$ cat src/rtl/dsp48a1_mac_sequencer.sv
`default_nettype none
// ============================================================================
// dsp48a1_mac_sequencer : streams signed operand pairs into a DSP48A1 and
// captures the 48-bit dot product after the pipeline drains.  Rev 1.0
// ============================================================================
module dsp48a1_mac_sequencer #(
   parameter int CNT_W     = 8,
   parameter int DRAIN_CYC = 3
) (
   input  logic              clk,
   input  logic              RST,
   input  logic              start,
   input  logic [CNT_W-1:0]  len,
   input  logic              in_valid,
   output logic              in_ready,
   input  logic [17:0]       a_in,
   input  logic [17:0]       b_in,
   output logic [17:0]       dsp_a,
   output logic [17:0]       dsp_b,
   output logic [7:0]        dsp_opmode,
   output logic              dsp_ce,
   output logic              dsp_rst,
   input  logic [47:0]       dsp_p,
   output logic              busy,
   output logic [47:0]       result,
   output logic              result_valid
);

   localparam int             DW         = $clog2(DRAIN_CYC + 1);
   localparam logic [DW-1:0]  DRAIN_LAST = DW'(DRAIN_CYC);

   typedef enum logic [1:0] {S_IDLE, S_FEED, S_DRAIN, S_DONE} state_t;
   typedef enum logic [1:0] {K_PRE, K_FIRST, K_ACC, K_POST} kind_t;

   state_t            state_q, state_d;
   kind_t             kind_q, kind_d;
   logic [CNT_W-1:0]  remaining_q, remaining_d;
   logic              first_done_q, first_done_d;
   logic [DW-1:0]     drain_q, drain_d;
   logic [17:0]       a_q, a_d, b_q, b_d;
   logic [7:0]        opmode_q, opmode_d;
   logic [47:0]       result_q, result_d;
   logic              hs;

   assign hs = (state_q == S_FEED) && in_valid;

   always_comb begin
      case (kind_q)
         K_FIRST: opmode_d = 8'h01;
         K_ACC:   opmode_d = 8'h09;
         K_POST:  opmode_d = 8'h08;
         default: opmode_d = 8'h00;
      endcase
   end

   always_comb begin
      state_d      = state_q;
      kind_d       = K_PRE;
      remaining_d  = remaining_q;
      first_done_d = first_done_q;
      drain_d      = drain_q;
      a_d          = 18'd0;
      b_d          = 18'd0;
      result_d     = result_q;
      case (state_q)
         S_IDLE: begin
            drain_d = '0;
            if (start) begin
               if (len != '0) begin
                  remaining_d  = len;
                  first_done_d = 1'b0;
                  state_d      = S_FEED;
               end else begin
                  result_d = 48'd0;
                  state_d  = S_DONE;
               end
            end
         end
         S_FEED: begin
            if (hs) begin
               a_d          = a_in;
               b_d          = b_in;
               kind_d       = first_done_q ? K_ACC : K_FIRST;
               first_done_d = 1'b1;
               remaining_d  = remaining_q - CNT_W'(1);
               if (remaining_q == CNT_W'(1)) begin
                  drain_d = '0;
                  state_d = S_DRAIN;
               end
            end else begin
               kind_d = first_done_q ? K_POST : K_PRE;
            end
         end
         S_DRAIN: begin
            kind_d = K_POST;
            // P becomes valid DRAIN_CYC cycles after the final issue, which is
            // itself one cycle after the handshake, so capture one count later.
            if (drain_q == DRAIN_LAST) begin
               result_d = dsp_p;
               state_d  = S_DONE;
            end else begin
               drain_d = drain_q + DW'(1);
            end
         end
         default: state_d = S_IDLE;
      endcase
   end

   always_ff @(posedge clk) begin
      if (RST) begin
         state_q      <= S_IDLE;
         kind_q       <= K_PRE;
         remaining_q  <= '0;
         first_done_q <= 1'b0;
         drain_q      <= '0;
         a_q          <= 18'd0;
         b_q          <= 18'd0;
         opmode_q     <= 8'h00;
         result_q     <= 48'd0;
      end else begin
         state_q      <= state_d;
         kind_q       <= kind_d;
         remaining_q  <= remaining_d;
         first_done_q <= first_done_d;
         drain_q      <= drain_d;
         a_q          <= a_d;
         b_q          <= b_d;
         opmode_q     <= opmode_d;
         result_q     <= result_d;
      end
   end

   assign in_ready     = (state_q == S_FEED);
   assign dsp_ce       = (state_q == S_FEED) || (state_q == S_DRAIN);
   assign dsp_rst      = RST || ((state_q == S_IDLE) && start);
   assign busy         = (state_q != S_IDLE);
   assign result_valid = (state_q == S_DONE);
   assign dsp_a        = a_q;
   assign dsp_b        = b_q;
   assign dsp_opmode   = opmode_q;
   assign result       = result_q;

endmodule
`default_nettype wire

$ cat config.mk
export PLATFORM = sky130hd
export DESIGN_NAME = dsp48a1_mac_sequencer
export DESIGN_NICKNAME = d
export VERILOG_FILES = /design/src/rtl/dsp48a1_mac_sequencer.sv
export SDC_FILE = /design/constraint.sdc
export NUM_CORES = 1
export LEC_CHECK = 0
export ABC_AREA = 1
export CAP_MARGIN = 20
export CORE_AREA = 5 5 123 125
export CTS_BUF_LIST = sky130_fd_sc_hd__clkbuf_8
export CTS_CLUSTER_SIZE = 16
export DETAILED_ROUTE_END_ITERATION = 16
export DIE_AREA = 0 0 128 130
export SLEW_MARGIN = 20
export SYNTH_ARGS = -nofsm -noshare
export SYNTH_HDL_FRONTEND = slang
export SYNTH_SLANG_ARGS = --single-unit
$ cat constraint.sdc
create_clock -name clk -period 2.3 [get_ports clk]
set_clock_uncertainty 0.15 [all_clocks]
set_input_delay 0.46 -clock clk [delete_from_list [all_inputs] [get_ports clk]]
set_output_delay 0.46 -clock clk [all_outputs]
set_load 0.01 [all_outputs]
==> results.tsv, run 1 <==
stage	metric	value	unit
outcome	outcome	finished, final reports clean	
floorplan	fp.dieW	128	µm
clock_network	cts.sinks	101	
drt	drtPass1Iterations	4	
min_path	hold_path_class	flop to flop	
worst_setup_path	critPathMaxFanout	5	
synth	yosys_warnings	0	
grt	grt_pass1_wl	19.56	mm
grt	grt_antenna_before_repair	0	
grt	track_usage	14.69	%
drt	viasPerCell	4.252	
timing	final-hold-violation-count	0	
finish	final_cell_count_no_fill	956	
drt	ant_nets	0	
worst_setup_path	cp-end-kind	output port	
floorplan	dieArea	0.01664	mm²
power	p_leak	3.033	nW
power	irDropWorstVdd	0.0003777	V
drt	drc_errors	0	
power	netSwitchingPower	0.001965	W
placed_design	hpwl	9.151	mm
worst_setup_path	arrival	1.58	ns
clock_network	htree_levels	3	
finish	synthToLayoutAreaGrowth	54.55	%
synth	ys_types	22	
timing	finalSetupViolCount	0	
drt	wl	12.17	mm
timing	max_freq	0.4576	GHz
finish	drive_gt1_share	5.284	%
clock_network	clockBufferDepth	2	
drt	wire_per_inst	12.73	µm
timing	drv_slew	0	
power	power_frac_clock	22.3	%
grt	grt_overflow	0	
clock_network	post-cts-setup-buffers	0	
timing	post-route-min-period	2.185	ns
synth	netlist_instances	595	
timing	fin_setup_tns	0	ns
clock_network	cts_buffers	9	
timing	period_share	95.01	%
power	seqPwrFrac	39.2	%
drt	drtIter0Drc	189	
timing	hold_ws	0.3333	ns
timing	tightestPinTransition	0.5260	ns
synth	synth.yosys.seq_area_share	48.35	%
floorplan	die_h	130	µm
floorplan	initial_core_util	30.36	%
placed_design	placedCellCount	940	
min_path	whs_path_depth	2	
run	maxCapViolations	0	
clock_network	clk_pin_slew	0.10	ns
clock_network	cts_tree	built	
power	fin_total_pwr	0.005449	W
timing	rsz0062_at_grt	false	
clock_network	clkLatencyLatePin	0.38	ns
placed_design	gp_congestion	0.8239	
grt	grt_pass1_vias	4084	
finish	nets	877	
timing	slew_headroom	64.93	%
synth	avgSynthCellArea	7.028	µm²
power	p_int	0.003483	W
worst_setup_path	ff2ff_path_depth	11	
power	switching_share	36.07	%
synth	netlist_area	0.004182	mm²
finish	antenna_cells	0	
clock_network	hold_buffers	0	
clock_network	root_buffer	clkbuf_8	
placed_design	port_buffers	186	
floorplan	rows	43	
finish	final.fill_count	1408	
grt	grt_max_degree	56	
power	comb_power_share	38.5	%
worst_setup_path	start_kind	flop	
drt	vias	4065	
worst_setup_path	critical_path_required	1.69	ns
worst_setup_path	crit_type	flop to output port	
power	pwr_density_cell	843.1	mW/mm²
floorplan	ios	193	
floorplan	core-area	0.01377	mm²
synth	ys_ff_latch	101	
[per-layer routing]
metal | track usage, % | share of wire [%]
met5 | 0 | 0
met4 | 5.306 | 1.4
met3 | 5.731 | 11
met2 | 24.12 | 44
met1 | 17.53 | 43
[layout by cell type (no fill, tap or decap), types with 4 or more instances in the layout]
master / Yosys / layout
o21ai_0: 41 / 41
nand2_1: 89 / 89
a21oi_1: 15 / 15
buf_12: 0 / 5
dfxtp_1: 101 / 99
ha_1: 10 / 7
inv_2: 4 / 6
nand4_1: 4 / 4
clkbuf_8: 0 / 10
nand3_1: 14 / 14
nor2_1: 149 / 149
clkdlybuf4s50_1: 0 / 183
conb_1: 1 / 6
buf_4: 9 / 5
o21ai_1: 20 / 20
inv_1: 103 / 101
[registers in the layout (all words and copies together), names as in the netlist]
register	count
drain_q	2
dsp_a	18
dsp_b	18
dsp_opmode	2
first_done_q	1
kind_q	2
remaining_q	8
result	48
state_q	2
[worst paths after layout]
kind	from	end	slack, ns
worst max register to register	state_q[1]$_SDFFE_PP0P_	result[5]$_SDFFE_PP0P_	0.46
worst min register to register	drain_q[1]$_SDFFE_PP0P_	drain_q[1]$_SDFFE_PP0P_	0.33
worst min-delay path	drain_q[1]$_SDFFE_PP0P_	drain_q[1]$_SDFFE_PP0P_	0.33
worst max-delay path	state_q[1]$_SDFFE_PP0P_	in_ready	0.11
[cell families (layout without fill, tap and decap cells)]
| group | Yosys count | after routing | share of synthesized area, % |
|---|---|---|---|
| DFF | 101 | 101 | 48.35 |
| AOI/OAI and AO/OA | 79 | 79 | 9.665 |
| and+or+nand+nor | 260 | 260 | 24.18 |
| xor gates and xnor gates | 1 | 1 | 0.2095 |
| adders and majority gates | 10 | 10 | 2.992 |
| other | 1 | 6 | 0.08968 |
| buffers and inverters | 143 | 319 | 14.51 |
[critical path, stage by stage (launching register included)]
cell             delay (ns)
dfxtp_2                0.36
inv_1                  0.14
ha_4                   0.17
clkdlybuf4s50_1        0.53
[metrics by stage]
step,cell area (µm²),utilization [%],setup slack [ns]
floorplan,4200,-,0.4687
global placement,6222,45.18,0.04602
detailed placement,6222,45.18,0.02104
CTS,6452,46.85,0.02817
global route,6462,46.92,0.03757
finish,6462,46.92,0.1147
[synth_stat cells]
library cell | instances | share of area, %
ha_1 | 10 | 3.0
o21ai_1 | 20 | 2.4
o21ai_0 | 41 | 4.9
nor2_1 | 149 | 13
nand4_1 | 4 | 0.60
clkbuf_1 | 18 | 1.6
nand2_2 | 1 | 0.15
buf_6 | 4 | 1.1
dfxtp_1 | 101 | 48
or2_2 | 1 | 0.15
inv_1 | 103 | 9.2
nand3_1 | 14 | 1.7
buf_4 | 9 | 1.6
a21oi_1 | 15 | 1.8
buf_2 | 5 | 0.60
o22ai_1 | 1 | 0.15
o21ai_2 | 2 | 0.42
nor3_1 | 2 | 0.24
nand2_1 | 89 | 8.0
conb_1 | 1 | 0.090
inv_2 | 4 | 0.36
xor2_1 | 1 | 0.21
[power by group through the flow]
stage	logic (W)	registers (W)	clock network (W)
3_3_place_gp	0.00206	0.00216	0
3_5_place_dp	0.00208	0.00217	0
2_1_floorplan	0.00117	0.00221	0
4_1_cts	0.00211	0.00214	0.00127
6_report	0.00210	0.00214	0.00122
5_1_grt	0.00238	0.00217	0.00134
[area by class of cell]
type	instances	area [µm²]	share of cell area, %
clock buffer	10	137.6	2.130
clock inverter	6	78.83	1.220
inverter	107	401.6	6.215
multi-input combinational	356	1599	24.74
sequential	101	2024	31.33
tap	180	225.2	3.485
timing repair buffer	196	1996	30.88
[repair_timing]
action / 4_1_cts / 5_1_grt
gates resized for setup: 10 / 1
pin swaps: 0 / 0
setup endpoints to repair: 3 / 1
(Power assumes the default switching activity.)
==> run 2, diff against run 1 <==
--- a/config.mk
+++ b/config.mk
@@ -12,7 +12,7 @@
 export CTS_CLUSTER_SIZE = 16
 export DETAILED_ROUTE_END_ITERATION = 16
 export DIE_AREA = 0 0 128 130
-export SLEW_MARGIN = 20
+export SLEW_MARGIN = 0
 export SYNTH_ARGS = -nofsm -noshare
 export SYNTH_HDL_FRONTEND = slang
 export SYNTH_SLANG_ARGS = --single-unit
==> constraint.sdc (replaced) <==
create_clock -name clk -period 2.75 [get_ports clk]
set_clock_uncertainty 0.15 [all_clocks]
set_input_delay 0.55 -clock clk [delete_from_list [all_inputs] [get_ports clk]]
set_output_delay 0.55 -clock clk [all_outputs]
set_load 0.01 [all_outputs]
==> results.tsv, run 2 (synthesized netlist as in run 1, its figures left out) <==
stage	metric	value	unit	change
placed_design	hpwl	8.919	mm	-2.5%
grt	grt_antenna_before_repair	0		unchanged
worst_setup_path	startpoint	state_q[0]$_SDFFE_PP0P_		
drt	drtIter0Drc	195		+3.2%
clock_network	cts_resized	0		-10
worst_setup_path	cp-end-kind	output port		
clock_network	cts_buffers	9		unchanged
clock_network	clkLatencyLatePin	0.37	ns	about the same
floorplan	die_h	130	µm	unchanged
timing	rsz0062_at_grt	false		
power	irDropWorstVdd	0.0003392	V	-10%
finish	nets	876		-0.11%
worst_setup_path	crit_type	flop to output port		
placed_design	gp_congestion	0.8584		+4.2%
grt	track_usage	14.40	%	-0.29 points
clock_network	htree_levels	3		unchanged
floorplan	fp.dieW	128	µm	unchanged
drt	drtPass1Iterations	4		unchanged
floorplan	initial_core_util	30.36	%	unchanged
clock_network	hold_buffers	0		unchanged
worst_setup_path	arrival	1.88	ns	+0.30 ns
timing	final-hold-violation-count	0		unchanged
timing	slew_headroom	65.79	%	+0.85 points
power	netSwitchingPower	0.001636	W	-17%
run	maxCapViolations	0		unchanged
drt	viasPerCell	4.221		-0.73%
min_path	min-delay-start	drain_q[1]$_SDFFE_PP0P_		
finish	stdcell_area	0.006376	mm²	-1.3%
power	seqPwrFrac	39.6	%	+0.4 points
drt	wl	11.99	mm	-1.5%
drt	wire_per_inst	12.56	µm	-1.4%
timing	period_share	93.92	%	
timing	post-route-min-period	2.583	ns	
clock_network	root_buffer	clkbuf_8		
clock_network	cts_tree	built		
worst_setup_path	critical_path_required	2.05	ns	+0.36 ns
drt	vias	4031		-0.84%
timing	tightestPinTransition	0.5132	ns	-0.01276 ns
power	pwr_density_cell	704.7	mW/mm²	-16%
timing	max_freq	0.3872	GHz	
min_path	hold_path_class	flop to flop		
grt	grt_pass1_wl	19.20	mm	-1.9%
timing	finalSetupViolCount	0		unchanged
floorplan	core-area	0.01377	mm²	unchanged
placed_design	port_buffers	186		unchanged
placed_design	dpl_cell_area	0.006165	mm²	-0.93%
finish	antenna_cells	0		unchanged
finish	synthToLayoutAreaGrowth	52.48	%	
power	power_frac_clock	22.6	%	+0.3 points
worst_setup_path	start_kind	flop		
grt	grt_max_degree	56		unchanged
finish	drive_gt1_share	4.387	%	-0.90 points
timing	fin_setup_tns	0	ns	unchanged
floorplan	rows	43		unchanged
timing	hold_ws	0.3360	ns	+0.002695 ns
power	switching_share	36.42	%	+0.35 points
power	comb_power_share	37.8	%	-0.7 points
finish	final_common_cell	clkdlybuf4s50_1		
finish	mostFrequentLayoutCells	186 x clkdlybuf4s50_1, 149 x nor2_1, 103 x inv_1		
grt	grt_overflow	0		unchanged
clock_network	clockBufferDepth	2		unchanged
worst_setup_path	critPathMaxFanout	5		unchanged
finish	largest_register_ffs	48		unchanged
drt	ant_nets	0		unchanged
power	p_leak	2.997	nW	-1.2%
timing	drv_slew	0		unchanged
finish	final.fill_count	1414		+0.43%
power	fin_total_pwr	0.004493	W	-18%
power	p_int	0.002857	W	-18%
floorplan	dieArea	0.01664	mm²	unchanged
outcome	outcome	finished, final reports clean		
drt	drc_errors	0		unchanged
clock_network	post-cts-setup-buffers	0		unchanged
worst_setup_path	reg2reg_from	state_q[0]$_SDFFE_PP0P_		
floorplan	ios	193		unchanged
clock_network	clk_pin_slew	0.11	ns	about the same
clock_network	cts.sinks	101		unchanged
grt	grt_pass1_vias	3896		-4.6%
==> run 2: cell types whose count changed in the layout (fill, tap and decap cells not counted), moves of 3 or more <==
cell,previous run,this run
buf_12,5,1
buf_4,5,8
clkdlybuf4s50_1,183,186
dlygate4sd2_1,3,0
==> run 2: final timing paths <==
path	endpoint	slack, ns	depth (start not counted)
max	busy	0.17	4
min	drain_q[1]$_SDFFE_PP0P_	0.34	2
max reg2reg	remaining_q[7]$_SDFFE_PP0P_	0.70	8
min reg2reg	drain_q[1]$_SDFFE_PP0P_	0.34	2
==> run 2: power by group through the flow <==
stage | registers [W] | logic [W] | clock network [W]
after CTS | 0.00178 | 0.00173 | 0.00107
after floorplan | 0.00185 | 0.000975 | 0
after detailed placement | 0.00181 | 0.00172 | 0
after global placement | 0.00180 | 0.00170 | 0
after global routing | 0.00181 | 0.00193 | 0.00112
final | 0.00178 | 0.00170 | 0.00102
==> run 2: metrics by stage <==
step,util (%),std cells,worst slack [ns]
after floorplan,-,600,0.8275
after global placement,44.76,939,0.3195
after detailed placement,44.76,939,0.3026
after CTS,46.29,955,0.1126
after global routing,46.29,955,0.05592
final,46.29,955,0.1672
==> run 2: critical path, cell delays in order, from the launching register on <==
cell,delay (ns)
dfxtp_1,0.40
inv_1,0.10
ha_1,0.28
inv_1,0.16
clkdlybuf4s50_1,0.58
==> run 2: layout make-up <==
type	instances	area, µm²	share of cell area (%)
tap	180	225.2	3.532
timing repair buffer	195	1942	30.46
inverter	107	401.6	6.299
multi-input combinational	356	1574	24.69
clock buffer	9	123.9	1.943
clock inverter	7	87.58	1.374
sequential	101	2022	31.71
==> run 2: routing by layer <==
layer	share of wire (%)	global-route usage (%)	vias up
met5	0	0	-
met2	43	23.07	165
met1	44	17.27	1747
met4	1.4	5.119	0
met3	11	6.304	11
li1	-	-	2108
